<file path="src/rtl/test_sequencer_pkg.sv">
// test_sequencer_pkg: shared state encodings, error codes and width helper
// for the CPU test sequencer.
package test_sequencer_pkg;

    typedef enum logic [2:0] {S_IDLE, S_HOLD, S_RUN, S_PASS, S_FAIL} state_t;

    localparam logic [1:0] ERR_NONE     = 2'd0;
    localparam logic [1:0] ERR_MISMATCH = 2'd1;
    localparam logic [1:0] ERR_TIMEOUT  = 2'd2;

    function automatic int f_clog2(input int n);
        int r;
        r = 0;
        while ((1 << r) < n) r = r + 1;
        return r;
    endfunction

endpackage

</file>
<file path="src/rtl/test_sequencer_exp_mem.sv">
// exp_mem: expected-write storage, synchronous write by load count and
// asynchronous read by the check pointer.
module exp_mem
    import test_sequencer_pkg::*;
#(
    parameter int DEPTH = 64,
    parameter int W     = 37,
    localparam int AW   = f_clog2(DEPTH)
) (
    input  logic          i_clk,
    input  logic          i_we,
    input  logic [AW-1:0] i_waddr,
    input  logic [W-1:0]  i_wdata,
    input  logic [AW-1:0] i_raddr,
    output logic [W-1:0]  o_rdata
);

    logic [W-1:0] r_mem [DEPTH];

    always_ff @(posedge i_clk)
        if (i_we) r_mem[i_waddr] <= i_wdata;

    assign o_rdata = r_mem[i_raddr];

endmodule

</file>
<file path="config.mk">
export PLATFORM = sky130hd
export DESIGN_NAME = exp_mem
export DESIGN_NICKNAME = d
export VERILOG_FILES = /design/src/rtl/test_sequencer_pkg.sv /design/src/rtl/test_sequencer_exp_mem.sv
export SDC_FILE = /design/constraint.sdc
export NUM_CORES = 2
export LEC_CHECK = 0
export ABC_AREA = 1
export CORE_MARGIN = 4
export CORE_UTILIZATION = 57
export DETAILED_ROUTE_END_ITERATION = 8
export PLACE_DENSITY = 0.75
export SLEW_MARGIN = 20
export SYNTH_ARGS = -nofsm -noshare
export SYNTH_HDL_FRONTEND = slang
export SYNTH_SLANG_ARGS = --single-unit
</file>
<file path="constraint.sdc">
create_clock -name i_clk -period 5.5 [get_ports i_clk]
set_input_delay 0.55 -clock i_clk [delete_from_list [all_inputs] [get_ports i_clk]]
set_output_delay 0.55 -clock i_clk [all_outputs]
set_load 0.01 [all_outputs]
</file>
**Word-level counts from Yosys, hierarchy flattened**

Memory sizes are Yosys's and may differ from the RTL's.
Cells that the tools add are included.

- Memories kept: 1
- Register bits after elaboration: 0
- Input port bits: 51
- Bits in writable memories: 2368
- Logic and storage cells: 3
- Output and inout bits: 37

Memories:

| name | words | width | read ports | clocked after memory_dff | write ports | line | RTL |
|---|---|---|---|---|---|---|---|
| r_mem | 64 | 37 | 1 | 0 | 1 | test_sequencer_exp_mem.sv:18 | `logic [W-1:0] r_mem [DEPTH];` |

- Mux-type cells: 2

Operators by type and width:

| operator | number |
|---|---|
| 1-bit 2-to-1 mux | 2 |

**Logic depth before layout (Yosys ltp)**

- Depth in word-level cells: 2
- Depth in mapped cells: 13
- Gate-level depth less buffers: 9

**Worst setup path after synthesis**

Ideal clock, no wire load.

- Kind: in2reg
- Start point: in i_we
- End point: mem r_mem[48][0], enable pin
- Path buffers: 1
- Library setup time: 0.525 ns
- Stages on the path: 3
- Slack: 0.328 ns
- Arrival time: 4.648 ns
- Data required time: 4.975 ns
- Path through: clkbuf_1 -> nand4_1 -> nor4_1

- Cells in the longest elaborated chain, start to end: 2

RTL lines:

| item | line | RTL |
|---|---|---|
| start, declared | test_sequencer_exp_mem.sv:11 | `input logic i_we,` |
| 1-bit 2-to-1 mux | test_sequencer_exp_mem.sv:21 | `if (i_we) r_mem[i_waddr] <= i_wdata;` |
| 1-bit 2-to-1 mux (implied by the code) | test_sequencer_exp_mem.sv:21 |  |
| end, declared | test_sequencer_exp_mem.sv:18 |  |

Every way passes these cells.

**Worst setup path in the final report**

- Start point: in i_raddr[0]
- End point: out o_rdata[17]

- Cells in the longest elaborated chain, start to end: 1

RTL lines:

| item | line | RTL |
|---|---|---|
| start, declared | test_sequencer_exp_mem.sv:14 | `input logic [AW-1:0] i_raddr,` |
| memory 64 x 37 bit | - |  |
| end, declared | test_sequencer_exp_mem.sv:15 | `output logic [W-1:0] o_rdata` |

Every way passes these cells.

==> impl_metrics.toml <==
[setup_path]
worstPathArrival_ps = 3650
cp-startpoint = "i_raddr[0]"
cp-start-kind = "input port"
cp_max_fo = 140
end_kind = "primary output"
critPathKind = "in2out"
endpoint = "o_rdata[17]"
worst_ep_required_time_ps = 4950

[global_routing]
grt_pass1_vias = 60600
gr-usage-all-layers_pct = 29.3
grt_max_degree = 141
overflow = 0
antenna_found_initial = 22
grt_pass1_wl_um = 382000

[die]
placementRows = 149
dieArea_um2 = 174000
start_util_pct = 57.5
die-width_um = 417
core_um2 = 166000
die_height_um = 417
boundaryPins = 88

[route]
viasPerCell = 6.27
routed_wl_um = 259000
drt_first_iter_violations = 9507
ant_nets = 0
dr.pass1.iters = 7
wl_per_cell_um = 25.5
drc = 0
vias = 63600

[power]
peakVddDrop_mv = 0.252
leakagePower_nw = 36.7
cellPowerDensity_nw_per_um2 = 348

[cts]
htreeDepth = 4
clock-root-buffer = "clkbuf_16"
clkTransAtPathRegs_ps = 70
cts_buffer_depth = 3
cts_tree = "done"
cts_buffers = 216
cts_resized = 0
post_cts_buffers = 0
cts_hold_buf = 0
clock-sinks = 2368

[synth]
synth_edf_count = 2368
synthXorXnorAreaFrac_pct = 0
synth_top_area_share_pct = 74.7
synth_most_common_cell = "nand2_1"
synth_top_family_by_area = "simple AND/OR/NAND/NOR gates"
yosysTopAreaCell = "edfxtp_1"
synth_commonest_cells = "2,609 x nand2_1, 2,368 x edfxtp_1, 2,199 x nand3_1"
ys_async_sr_fraction_pct = 0
syn_inst = 7780
ys_seq_area_share_pct = 74.7
synthSimpleGateAreaFrac_pct = 22.2
synth_compound_area_share_pct = 0
synth_fa_ha_area_share_pct = 0
synthFlopType = "edfxtp_1"
yosys.cell_types.count = 16
netlist_area_um2 = 95200
postSynthAreaPerCell_um2 = 12.2
ys_top_cells_by_area = "edfxtp_1 75%, nand3_1 12%, nand2_1 10%, buf_2 1.5%, buf_6 0.67%"
syn-num-nets = 7831
synthMuxAreaShare_pct = 0
yosys_warnings = 0
synth_seq_cells = 2368

[sta]
setup_violations = 0
period_needed_ps = 4200
drv_slew = 0
final_hold_viol_count = 0
rsz0062_at_grt = "false"
worst_pin_slew_ps = 1190
slew_headroom_pct = 20.7
tns_ps = 0
fmax_mhz = 238
fin_crit_sh_pct = 76.3

[layout]
final_cells = 10100
largest_reg_flops = 2368
top_regs = "r_mem (2368)"
fin_util_pct = 63.4
n_fill_cell = 11800
multi_input_area_um2 = 21600
largest-register = "r_mem"
drive_gt1_share_pct = 7.39
area_delta_synth_final_pct = 10.2
regArea_um2 = 71100
layout.nets = 7803

[status]
status = "finished clean"

[place]
numPlacedInstances = 9721
globalplace.congestion = 0.842
detailed_place_hpwl_um = 131000
port_buffers = 87

[hold_path]
hold_class = "in2reg"

[run]
cap_violations = 0
==> critical path: stages <==
cell and delay (ps):
buf_8 190, inv_16 520, buf_12 400, nand2_1 90
nand3_1 80, nand3_1 100, nand3_1 120, nand3_1 160
nand2_1 230, nand2_1 70, nand2_1 340, clkdlybuf4s50_1 620
==> per-layer routing <==
| metal | vias to the layer above | GRT usage [%] | wire [µm] |
|---|---|---|---|
| li1 | 27700 | - | - |
| met1 | 30600 | 39.1 | 92100 |
| met2 | 4475 | 47.3 | 124000 |
| met3 | 842 | 4.80 | 29200 |
| met4 | 2 | 14.6 | 13900 |
| met5 | - | 0 | 14 |
==> where the power goes <==
part,switching (W),internal (W),total [W]
combinational,0.00171,0.000595,0.00231
sequential,0.0000287,0.0200,0.0200
clock,0.00649,0.00768,0.0142
total,0.00823,0.0283,0.0365
==> cell families after synthesis <==
kind of cell,Yosys count
simple gates,4881
buf+inv,531
flops,2368
==> placed cells by master (no fill, tap or decap), types with 6 or more instances in the layout <==
| cell | instances |
|---|---|
| buf_12 | 50 |
| buf_2 | 16 |
| buf_4 | 159 |
| bufinv_16 | 9 |
| clkbuf_1 | 45 |
| clkbuf_16 | 218 |
| clkdlybuf4s50_1 | 44 |
| clkinv_1 | 67 |
| clkinv_2 | 41 |
| diode_2 | 9 |
| edfxtp_1 | 2368 |
| inv_1 | 6 |
| inv_6 | 7 |
| nand2_1 | 2609 |
| nand3_1 | 2199 |
| nand4_1 | 9 |
| nor2_4 | 56 |
| nor4_2 | 8 |
==> through the flow <==
stage	power, W	area [µm²]	hold slack, ps	worst slack, ps
3_3_place_gp	0.0226	98200	1230	1400
6_report	0.0365	105000	101	1300
2_1_floorplan	0.0217	95200	649	328
4_1_cts	0.0365	105000	134	1410
3_5_place_dp	0.0226	98200	1080	1240
5_1_grt	0.0375	105000	97.5	1240
==> worst min-delay path by stage <==
| stage | cells past startpoint | slack (ps) | from | to |
|---|---|---|---|---|
| floorplan | 0 | 650 | i_wdata[0] | r_mem[0][0] |
| global placement | 2 | 1230 | i_wdata[12] | r_mem[10][12] |
| detailed placement | 1 | 1080 | i_wdata[8] | r_mem[55][8] |
| CTS | 1 | 130 | i_wdata[8] | r_mem[39][8] |
| global route | 1 | 100 | i_wdata[11] | r_mem[60][11] |
| finish | 1 | 100 | i_wdata[11] | r_mem[57][11] |
==> area by class of cell <==
class | instances | area share (%)
Clock buffer | 263 | 5.36
Sequential cell | 2368 | 67.8
Multi-Input combinational cell | 4881 | 20.6
Inverter | 12 | 0.0799
Clock inverter | 136 | 0.933
Tap cell | 2189 | 2.61
Timing Repair Buffer | 273 | 2.64
Antenna cell | 9 | 0.0215
No activity file was read; power rests on OpenSTA's default activity.
